--- config.mk ---
export PLATFORM = sky130hd
export DESIGN_NAME = r2mdc_stage_sequencer
export DESIGN_NICKNAME = d
export VERILOG_FILES = /design/src/rtl/fft_ctrl_pkg.sv /design/src/rtl/mod_counter.sv /design/src/rtl/r2mdc_stage_sequencer.sv
export SDC_FILE = /design/constraint.sdc
export NUM_CORES = 1
export LEC_CHECK = 0
export ABC_CLOCK_PERIOD_IN_PS = 2500
export CAP_MARGIN = 20
export CORE_MARGIN = 1
export CORE_UTILIZATION = 45
export DETAILED_ROUTE_END_ITERATION = 8
export PLACE_DENSITY = 0.78
export SLEW_MARGIN = 20
export SYNTH_ARGS = -nofsm -noshare
export SYNTH_HDL_FRONTEND = slang
export SYNTH_SLANG_ARGS = --single-unit
--- constraint.sdc ---
create_clock -name CLK -period 2.5 [get_ports CLK]
set_input_delay 0.5 -clock CLK [delete_from_list [all_inputs] [get_ports CLK]]
set_output_delay 0.5 -clock CLK [all_outputs]
set_load 0.005 [all_outputs]
--- src/rtl/fft_ctrl_pkg.sv ---
// Shared types, defaults and helpers for FFT stage control logic.
package fft_ctrl_pkg;

  localparam int DEF_NUM_INPUTS_PER_PATH = 32;
  localparam int DEF_DELAY_CYCLES        = 16;

  typedef enum logic [1:0] {
    IDLE  = 2'd0,
    LOAD  = 2'd1,
    DRAIN = 2'd2,
    DONE  = 2'd3
  } stage_state_t;

  // Width of a counter that indexes n items (at least one bit).
  function automatic int cnt_w_of(input int n);
    return (n > 2) ? $clog2(n) : 1;
  endfunction

endpackage

--- src/rtl/mod_counter.sv ---
// Up-counter with synchronous clear, enable and a terminal-count flag.
// It saturates at MAX, so a phase ends on the flag instead of wrapping.
module mod_counter #(
  parameter int           W   = 5,
  parameter logic [W-1:0] MAX = '1
) (
  input  logic         clk,
  input  logic         rst_n,
  input  logic         clr_i,
  input  logic         en_i,
  output logic [W-1:0] cnt_o,
  output logic         tc_o
);

  logic [W-1:0] cnt_q, cnt_d;

  assign tc_o  = (cnt_q == MAX);
  assign cnt_o = cnt_q;

  always_comb begin
    cnt_d = cnt_q;
    if (clr_i) begin
      cnt_d = '0;
    end else if (en_i && !tc_o) begin
      cnt_d = cnt_q + W'(1);
    end
  end

  always_ff @(posedge clk or negedge rst_n) begin
    if (!rst_n) begin
      cnt_q <= '0;
    end else begin
      cnt_q <= cnt_d;
    end
  end

endmodule

--- src/rtl/r2mdc_stage_sequencer.sv ---
// Frame sequencer for one R2MDC stage: pair counting, commutator select,
// delay-memory strobes/addresses, butterfly valid and status pulses.
module r2mdc_stage_sequencer
  import fft_ctrl_pkg::*;
#(
  parameter  int NUM_INPUTS_PER_PATH = DEF_NUM_INPUTS_PER_PATH,
  parameter  int DELAY_CYCLES        = DEF_DELAY_CYCLES,
  localparam int CNT_W               = cnt_w_of(NUM_INPUTS_PER_PATH)
) (
  input  logic             CLK,
  input  logic             RST_N,
  input  logic             start,
  input  logic             in_valid,
  output logic             in_ready,
  output logic [CNT_W-1:0] cntr_IFFT_input_pairs,
  output logic             cm_swap,
  output logic             dly_wr_en,
  output logic [CNT_W-1:0] dly_wr_addr,
  output logic             dly_rd_en,
  output logic [CNT_W-1:0] dly_rd_addr,
  output logic             bf_valid,
  output logic             busy,
  output logic             frame_done,
  output logic             start_err,
  output logic             in_err
);

  localparam int               SWAP_BIT = $clog2(DELAY_CYCLES);
  localparam logic [CNT_W-1:0] LAST_IDX = CNT_W'(NUM_INPUTS_PER_PATH - 1);
  localparam logic [CNT_W-1:0] D_IDX    = CNT_W'(DELAY_CYCLES);

  stage_state_t     state_q, state_d;
  logic [CNT_W-1:0] wr_cnt, rd_cnt;
  logic             wr_tc, rd_tc;
  logic             cnt_clr, accept, rd_inc;
  logic             bf_valid_q, frame_done_q, start_err_q, in_err_q;

  mod_counter #(.W(CNT_W), .MAX(LAST_IDX)) u_wr_cnt (
    .clk   (CLK),
    .rst_n (RST_N),
    .clr_i (cnt_clr),
    .en_i  (accept),
    .cnt_o (wr_cnt),
    .tc_o  (wr_tc)
  );

  mod_counter #(.W(CNT_W), .MAX(LAST_IDX)) u_rd_cnt (
    .clk   (CLK),
    .rst_n (RST_N),
    .clr_i (cnt_clr),
    .en_i  (rd_inc),
    .cnt_o (rd_cnt),
    .tc_o  (rd_tc)
  );

  always_comb begin
    // NOTE: every signal driven here gets a default first, so no path through
    // the case statement can leave one unassigned and infer a latch.
    state_d  = state_q;
    in_ready = 1'b0;
    cm_swap  = 1'b0;
    accept   = 1'b0;
    rd_inc   = 1'b0;
    cnt_clr  = 1'b0;
    unique case (state_q)
      IDLE: begin
        if (start) begin
          cnt_clr = 1'b1;
          state_d = LOAD;
        end
      end
      LOAD: begin
        in_ready = 1'b1;
        cm_swap  = wr_cnt[SWAP_BIT];
        accept   = in_valid;
        // Read j is issued alongside write j+D, keeping the delay exactly D pairs.
        rd_inc   = in_valid && (wr_cnt >= D_IDX);
        if (in_valid && wr_tc) begin
          state_d = DRAIN;
        end
      end
      DRAIN: begin
        rd_inc = 1'b1;
        if (rd_tc) begin
          state_d = DONE;
        end
      end
      DONE: begin
        state_d = IDLE;
      end
      default: begin
        state_d = IDLE;
      end
    endcase
  end

  assign dly_wr_en             = accept;
  assign dly_wr_addr           = wr_cnt;
  assign dly_rd_en             = rd_inc;
  assign dly_rd_addr           = rd_cnt;
  assign cntr_IFFT_input_pairs = wr_cnt;
  assign busy                  = (state_q != IDLE);
  assign bf_valid              = bf_valid_q;
  assign frame_done            = frame_done_q;
  assign start_err             = start_err_q;
  assign in_err                = in_err_q;

  always_ff @(posedge CLK or negedge RST_N) begin
    if (!RST_N) begin
      state_q      <= IDLE;
      bf_valid_q   <= 1'b0;
      frame_done_q <= 1'b0;
      start_err_q  <= 1'b0;
      in_err_q     <= 1'b0;
    end else begin
      // NOTE: non-blocking assignments so every register samples pre-edge values.
      state_q      <= state_d;
      bf_valid_q   <= rd_inc;
      frame_done_q <= (state_q == DRAIN) && rd_tc;
      start_err_q  <= start && (state_q != IDLE);
      in_err_q     <= in_valid && (state_q != LOAD);
    end
  end

endmodule
==> impl_metrics.csv <==
group,metric,value,unit
power,switchingPower,0.000430,W
worst_setup_path,worstSetupPathType,"register to primary output",
run_status,status,"finished clean",
floorplanning,dieArea,2140,sq um
grt,first_global_vias,612,
logic_synthesis,synthesis.area,882,sq um
grt,grt.total_usage,0.199,
worst_setup_path,start_kind,"register",
logic_synthesis,synth-compound-area-share,0.125,
logic_synthesis,synthAdderAreaFrac,0.113,
logic_synthesis,async_reset_ff_frac,1.00,
grt,antenna_found_initial,0,
worst_setup_path,crit_path_max_fanout,5,
floorplanning,start_util,0.495,
worst_setup_path,cp.buffers_inverters,2,
logic_synthesis,synthMostInstantiatedCell,"dfrtp_1",
sta,period_share,0.945,
clock_tree,cts_root_buf,"clkbuf_4",
floorplanning,ios,28,
power,seqPwrFrac,0.341,
worst_setup_path,worstReg2RegStart,"u_rd_cnt.cnt_o[0]",
grt,grt_max_degree,17,
clock_tree,cts_setup_buffers,0,
sta,finClkSkew,4.27,ps
layout,area_delta_synth_final,33.1,%
sta,rsz0062_at_grt,"false",
logic_synthesis,ys.flop_type,"dfrtp_1",
power,p_int,0.000709,W
logic_synthesis,netlist_top_cells_count,"16 x dfrtp_1, 8 x ha_1, 7 x inv_1",
worst_setup_path,crit_path_cell_trace,"inv_1 > ha_2 > a31o_2 > and2_1 > clkdlybuf4s50_1",
layout,final_util,0.658,
worst_setup_path,endpoint_kind,"primary output",
logic_synthesis,synth_mux_area_frac,0.0355,
power,power.share.switching,0.377,
power,leakage,0.549,nW
layout,drive_gt1_frac,0.0625,
sta,slew_viol_final,0,
sta,setup_viol,0,
clock_tree,clk_pin_slew,90,ps
placed_design,io_buffers,27,
power,p_per_area,971,nW/um^2
logic_synthesis,synth_cell_types,28,
min_path,worstHoldEndpoint,"state_q[0]",
logic_synthesis,syn_inst,87,
clock_tree,hold_buffers,0,
placed_design,routabilityCongestion,0.803,
job,drv_cap,0,
worst_setup_path,arrival,1860,ps
layout,fill_cells,145,
floorplanning,fp-row-count,15,
worst_setup_path,worstPathRequired,2000,ps
worst_setup_path,r2r-end,"u_rd_cnt.cnt_o[3]",
placed_design,hpwl,1390,microns
logic_synthesis,synth.yosys.seq_area_share,0.454,
logic_synthesis,yosys.area.top_type,"dfrtp_1",
sta,clock.fmax,0.423,GHz
logic_synthesis,ys_warn_count,0,
logic_synthesis,synth_xor_area_frac,0.0199,
clock_tree,ctsResizeCount,0,
worst_setup_path,critPathMaxStageDelay,500,ps
logic_synthesis,synth_nets,99,
min_path,hold-path-cell-count,1,
routing,drtAntennaViolNets,0,
sta,tightest_slew,695,ps
logic_synthesis,synth_top_family_by_area,"simple AND/OR/NAND/NOR gates",
logic_synthesis,syn_area_per_cell,10.1,sq um
grt,grt_overflow,0,
sta,max_slew_margin,0.535,
logic_synthesis,synth_seq_cells,16,
clock_tree,cts_tree,"yes",
floorplanning,design.core.area,1780,sq um
sta,fin_crit,2360,ps
sta,hold_violations,0,
routing,drt_iter0_drc,17,
clock_tree,clk_latency,280,ps
power,p_clk_frac,0.115,
logic_synthesis,synth_edf_count,0,
power,peakVddDrop,592,uV
power,power_frac_comb,0.545,
clock_tree,cts_sinks,16,
routing,vias_per_cell,5.29,
routing,num_vias,725,
worst_setup_path,rrSetupSlack,470,ps
worst_setup_path,rr_worst_depth,6,
layout,diodes,0,
floorplanning,die_w,46.3,microns
logic_synthesis,synth_top_area_frac,0.454,
grt,grt_first_pass_wirelength,2920,microns
routing,remaining_drc_errors,0,
logic_synthesis,synth-simple-area-share,0.172,
layout,final_nets,126,
worst_setup_path,critPathSlowestCell,"clkdlybuf4s50_1",
min_path,worstHoldStart,"state_q[0]",
clock_tree,htree_num_levels,1,
routing,wirelength,1810,microns
clock_tree,cts_made_buffers,3,
floorplanning,die_h,46.3,microns
routing,dr.pass1.iters,4,
min_path,hp-class,"register to register",
clock_tree,clock_path_buffers,2,
routing,wl_per_cell,13.2,microns
sta,setup_tns,0,ps
logic_synthesis,synth_area_leaders,"dfrtp_1 45%, ha_1 11%, buf_4 5.1%",
worst_setup_path,critPathTopFamily,"buffers and inverters",
## layout by cell type (no fill, tap or decap), drive strengths merged
cell type	instances
nand2	3
a31o	1
and2	4
nand3	5
o32a	1
a222oi	1
ha	8
xor2	2
o311ai	1
a31oi	1
nand4b	1
mux2	1
a21oi	6
buf	1
nor2	6
o21ai	4
nand3b	1
clkdlybuf4s50	26
clkbuf	3
mux2i	2
inv	7
nor2b	2
o31ai	1
dfrtp	16
a22o	1
or3	1
dlymetal6s2s	1
or4	1
nand4	1
nand2b	1
and3	2
## sequential cells by signal, indices dropped and copies added (netlist names)
signal          count
u_rd_cnt.cnt_o      5
u_wr_cnt.cnt_o      5
state_q             2
bf_valid            1
frame_done          1
in_err              1
start_err           1
## power groups by stage
stage | registers, W | logic [W] | clock network [W]
after floorplan | 0.000388 | 0.000356 | 0
after global placement | 0.000390 | 0.000598 | 0
after detailed placement | 0.000393 | 0.000614 | 0
after CTS | 0.000387 | 0.000618 | 0.000140
after global routing | 0.000399 | 0.000689 | 0.000148
final | 0.000388 | 0.000621 | 0.000130
## logic make-up (layout without fill, tap and decap cells)
family / count (synthesis) / count (layout)
multiplexers: 3 / 3
XOR/XNOR: 2 / 2
AO/OA/AOI/OAI: 17 / 17
adder cells (fa/ha/maj): 8 / 8
buffers and inverters: 13 / 38
flip-flops: 16 / 16
AND/OR/NAND/NOR: 28 / 28
## routing by layer
metal  routed length [microns]  up-vias  track usage
met5                         0        -            0
met4                        24        0        0.106
met3                        83        4       0.0471
met2                       839       25        0.282
met1                       861      341        0.279
li1                          -      355            -
## stage by stage
step                hold slack (ps)  total power, W  std cells  area [sq um]  worst slack, ps
floorplan                       204        0.000745         87           882              640
finish                          542         0.00114        137          1170              138
CTS                             545         0.00115        137          1170             30.6
detailed placement              524         0.00101        134          1150             36.6
global placement                519        0.000988        134          1150             62.9
global route                    580         0.00124        137          1170             34.1
## worst register-to-register path, stage by stage (launching register included)
cell and delay [ps]:
dfrtp_1 430, ha_1 240, and3_1 190, ha_1 220, nand2b_1 230, or4_1 490
a21oi_1 150
## worst max path at each step
| stage | cells after the start | startpoint | to |
|---|---|---|---|
| 3_3_place_gp | 4 | in_valid | dly_rd_en |
| 6_report | 5 | state_q[0] | dly_rd_en |
| 2_1_floorplan | 6 | u_rd_cnt.cnt_o[0] | u_rd_cnt.cnt_o[3] |
| 4_1_cts | 4 | in_valid | dly_rd_en |
| 3_5_place_dp | 4 | in_valid | dly_rd_en |
| 5_1_grt | 5 | state_q[0] | dly_rd_en |
## cell type report
class / count / area, sq um / share of cell area
clock buffer: 3 / 22.5 / 0.0192
inverter: 7 / 26.3 / 0.0224
multi-input combinational: 58 / 413 / 0.352
sequential: 16 / 400 / 0.341
tap: 25 / 31.3 / 0.0267
timing repair buffer: 28 / 280 / 0.239
(Power assumes the default switching activity.)
==> patch 1, RTL diff (config.mk and constraints unchanged) <==
Register the output `cntr_IFFT_input_pairs`, with the module's reset; this adds one clock of latency there. The other outputs are not delayed to match.
--- a/src/rtl/r2mdc_stage_sequencer.sv
+++ b/src/rtl/r2mdc_stage_sequencer.sv
@@ -100,3 +100,9 @@
   assign dly_rd_addr           = rd_cnt;
-  assign cntr_IFFT_input_pairs = wr_cnt;
+  always_ff @(posedge CLK or negedge RST_N) begin
+    if (!RST_N) begin
+      cntr_IFFT_input_pairs <= '0;
+    end else begin
+      cntr_IFFT_input_pairs <= wr_cnt;
+    end
+  end
   assign busy                  = (state_q != IDLE);
Formal check against the unedited RTL: not equivalent (a bounded check fails within 4 cycles, from zero or initial values and one cycle with RST_N low).
==> patch 1 against the original RTL <==
- synthesized area is 9.9% higher
- setup slack worse by 0.031 ns
- design area is 12% higher
- wire length is 3.3% higher
- sequential cell count is 5 higher
- total power is 13% higher
- critical path depth stayed put
- cell count is 7.3% higher
- via count is 5.2% higher
- critical endpoint unchanged
- highest routed layer unchanged
==> patch 1: results (changes against the original RTL) <==
first-pass GRT wire length: 3.52 mm (was 2.92 mm)
synthesized area per cell: 11.1 sq um (was 10.1 sq um)
worst hold path cell count: 0 (was 1)
Synth area leaders: dfrtp_1, ha_1, a21oi_1, inv_1, and2_1 (was dfrtp_1, ha_1, buf_4, a21oi_1, inv_1)
CTS Buffer Depth: 2 (unchanged)
vias in the first global route: 787 (was 612)
clk slew on worst S/H paths: 0.11 ns (was 0.09 ns)
Post-synth top cells: dfrtp_1, ha_1, inv_1 (unchanged)
Via density: 5.19 (was 5.29)
Max VDD drop: 0.000559 V (was 0.000592 V)
GRT Util Overall: 19.3% (was 19.9%)
Worst Min Path Start: u_wr_cnt.cnt_o[3] (was state_q[0])
Final Instance Count excl. Fillers: 147 (was 137)
r2r setup slk: 0.43 ns (was 0.47 ns)
fill cell count: 167 (was 145)
area share of buffers outside the clock network: 22.2% (was 23.9%)
post-synth cell types: 28 (unchanged)
Lkg Pwr: 0.618 nW (was 0.549 nW)
largest net degree at the start of global routing: 22 (was 17)
share of cells above drive strength 1: 7.50% (was 6.25%)
finished layout cell area: 0.00132 sq mm (was 0.00117 sq mm)
clock latency on the worst-skew pair: 0.30 ns (was 0.28 ns)
end of the worst hold path: cntr_IFFT_input_pairs[3] (was state_q[0])
Placement Cell Area: 0.00129 sq mm (was 0.00115 sq mm)
sequential area share after synthesis: 54.2% (was 45.4%)
Multi-In Gates: 58 (unchanged)
clock buffers: 4 (was 3)
initial DRC count: 24 (was 17)
Non-Clock Buffer Count: 30 (was 28)
worst slack at placement: 0.132 ns (was 0.0366 ns)
Startpoint Class: register (unchanged)
hpwl dp: 1.40 mm (was 1.39 mm)
hold_ws: 0.456 ns (was 0.542 ns)
skew final: 0.00364 ns (was 0.00427 ns)
Seq/total area: 39.9% (was 34.1%)
placer congestion estimate: 0.792 (was 0.803)
Cells after DPL: 143 (was 134)
Crit Reg-Reg Endpoint: u_rd_cnt.cnt_o[3] (unchanged)
routed len/inst: 12.7 um (was 13.2 um)
Clock buf/inv share: 1.99% (was 1.92%)
# nets final: 133 (was 126)
Seq cells: 21 (was 16)
Multi-input gate area: 413 sq um (unchanged)
worst slew pin tran: 0.631 ns (was 0.695 ns)
Core Area: 0.00200 sq mm (was 0.00178 sq mm)
fmax: 418 MHz (was 423 MHz)
status: finished, final reports clean (unchanged)
-- patch 1: where the power goes --
group / total (mW) / internal, mW / switching, mW
Sequential: 0.493 / 0.426 / 0.0668
Clock: 0.159 / 0.0622 / 0.0965
Combinational: 0.634 / 0.333 / 0.301
-- patch 1: logic make-up after synthesis --
family	count (synthesis)	synth area share, %
fa+ha+maj	8	10.3
xor+xnor	2	1.81
mux	3	3.23
flops	21	54.2
simple gates	28	15.6
buf+inv	8	3.48
compound gates	17	11.4
-- patch 1: repair_timing --
action / CTS / global route
hold buffers: 0 / 0
setup buffers: 0 / 0
hold endpoints to repair: 0 / 0
setup endpoints to repair: 0 / 1
resized for setup: 0 / 1
-- patch 1: routing by layer --
layer	global-route usage (%)	vias to the layer above	share of wire, %
met4	9.80	0	1.8
li1	-	373	-
met1	26.6	364	48
met2	29.6	22	46
met5	0	-	0
met3	3.14	4	3.4
==> patch 2, RTL diff (same flow settings) <==
Made on the original files. Set the package constant `DEF_DELAY_CYCLES` to 8 (it was 16).
--- a/src/rtl/fft_ctrl_pkg.sv
+++ b/src/rtl/fft_ctrl_pkg.sv
@@ -4,3 +4,3 @@
   localparam int DEF_NUM_INPUTS_PER_PATH = 32;
-  localparam int DEF_DELAY_CYCLES        = 16;
+  localparam int DEF_DELAY_CYCLES        = 8;
 
Function: changed (a bounded check fails within 10 cycles, from zero or initial values and one cycle with RST_N low).
==> patch 2 against the original RTL <==
- sequential cell count unchanged
- first-iteration DRC count decreased by 35%
- clock skew about the same
- via count decreased by 9.1%
- register-to-register slack improved by 0.04 ns
- fmax decreased by 1.7%
- setup slack got worse by 0.040 ns
- design area increased by 1.9%
- wire length decreased by 4.7%
- combinational power increased by 3%
- synthesized area increased by 0.43%
- global-route usage decreased by 2.4 points
- total power increased by 7.5%
- largest cell class unchanged
==> patch 2: results (changes against the original RTL) <==
status: finished, final reports clean (unchanged)
GRT Util Overall: 17.6% (was 19.9%)
M2 GR Usage: 30.3% (was 28.2%)
worst hold path cell count: 2 (was 1)
post-synthesis compound-gate area fraction: 8.90% (was 12.5%)
vias in the first global route: 614 (was 612)
Max VDD drop: 0.000633 V (was 0.000592 V)
cts repair resizes: 1 (was 0)
first-pass GRT wire length: 2.54 mm (was 2.92 mm)
sequential area share after synthesis: 45.2% (was 45.4%)
fill cell count: 149 (was 145)
met1 usage: 18.6% (was 27.9%)
largest net degree at the start of global routing: 17 (unchanged)
Via density: 4.99 (was 5.29)
ys flop type: dfrtp_1 (unchanged)
area share of fa/ha/maj cells after synthesis: 12.7% (was 11.3%)
wl on met1: 737 um (was 861 um)
initial DRC count: 11 (was 17)
Post-synth top cells: dfrtp_1, ha_1, nor2_1 (was dfrtp_1, ha_1, inv_1)
Mapped Nets: 96 (was 99)
placer congestion estimate: 0.760 (was 0.803)
Placement Cell Area: 0.00114 sq mm (was 0.00115 sq mm)
Detailed Route WL: 1.72 mm (was 1.81 mm)
worst slack at placement: 0.0798 ns (was 0.0366 ns)
multiplexer area fraction after synthesis: 5.65% (was 3.55%)
Post-synth EDFFs: 0 (unchanged)
worst slew pin tran: 0.741 ns (was 0.695 ns)
Synth area leaders: dfrtp_1, ha_1, mux2i_1, buf_4, nor2_1 (was dfrtp_1, ha_1, buf_4, a21oi_1, inv_1)
routed wl met3: 92 um (was 83 um)
GRT met3 Usage: 3.53% (was 4.71%)
Synth Area in XOR/XNOR: 3.95% (was 1.99%)
# nets final: 121 (was 126)
skew final: 0.00450 ns (was 0.00427 ns)
share of cells above drive strength 1: 14.0% (was 6.25%)
synthesized area per cell: 10.7 sq um (was 10.1 sq um)
-- patch 2: changes by cell type in the layout (fill, tap and decap cells not counted), sizes merged, moves of 2 or more --
cell,delta
nor2,+3
a21oi,-2
o21ai,-2
mux2i,+3
nand3,-4
-- patch 2: report_power, final --
| group | leakage [nW] | total, mW | switching (mW) | internal, mW |
|---|---|---|---|---|
| Combinational | 0.323 | 0.638 | 0.285 | 0.352 |
| Clock | 0.0210 | 0.172 | 0.0835 | 0.0887 |
| Sequential | 0.210 | 0.415 | 0.0759 | 0.339 |
-- patch 2: cell type report --
cell class,count,share of cell area [%]
Multi-Input combinational cell,51,35.1
Tap cell,25,2.62
Timing Repair Buffer,27,22.6
Sequential cell,16,33.5
Inverter,9,3.14
Clock buffer,4,3.03
-- patch 2: critical path, stage by stage, from the launching register on --
cell and delay, ns:
dfrtp_1 0.43, inv_1 0.14, ha_2 0.24, clkinvlp_4 0.12, a21oi_2 0.17, clkdlybuf4s50_1 0.52
-- patch 2: kinds of logic (layout without fill, tap and decap cells) --
group,after synthesis,in the layout
xor+xnor,4,4
buf+inv,16,40
flops,16,16
mux,5,5
fa+ha+maj,9,9
compound gates,10,10
simple gates,23,23
-- patch 2: final timing paths --
check / startpoint / end / slack [ns]
worst max-delay path: state_q[0] / dly_rd_en / 0.1
min in group asynchronous: RST_N / in_err / 0.64
worst min-delay path: u_rd_cnt.cnt_o[1] / u_rd_cnt.cnt_o[1] / 0.59
max in group asynchronous: RST_N / u_rd_cnt.cnt_o[2] / 1.39
worst min register to register: u_rd_cnt.cnt_o[1] / u_rd_cnt.cnt_o[1] / 0.59
worst max register to register: u_rd_cnt.cnt_o[0] / u_rd_cnt.cnt_o[3] / 0.51
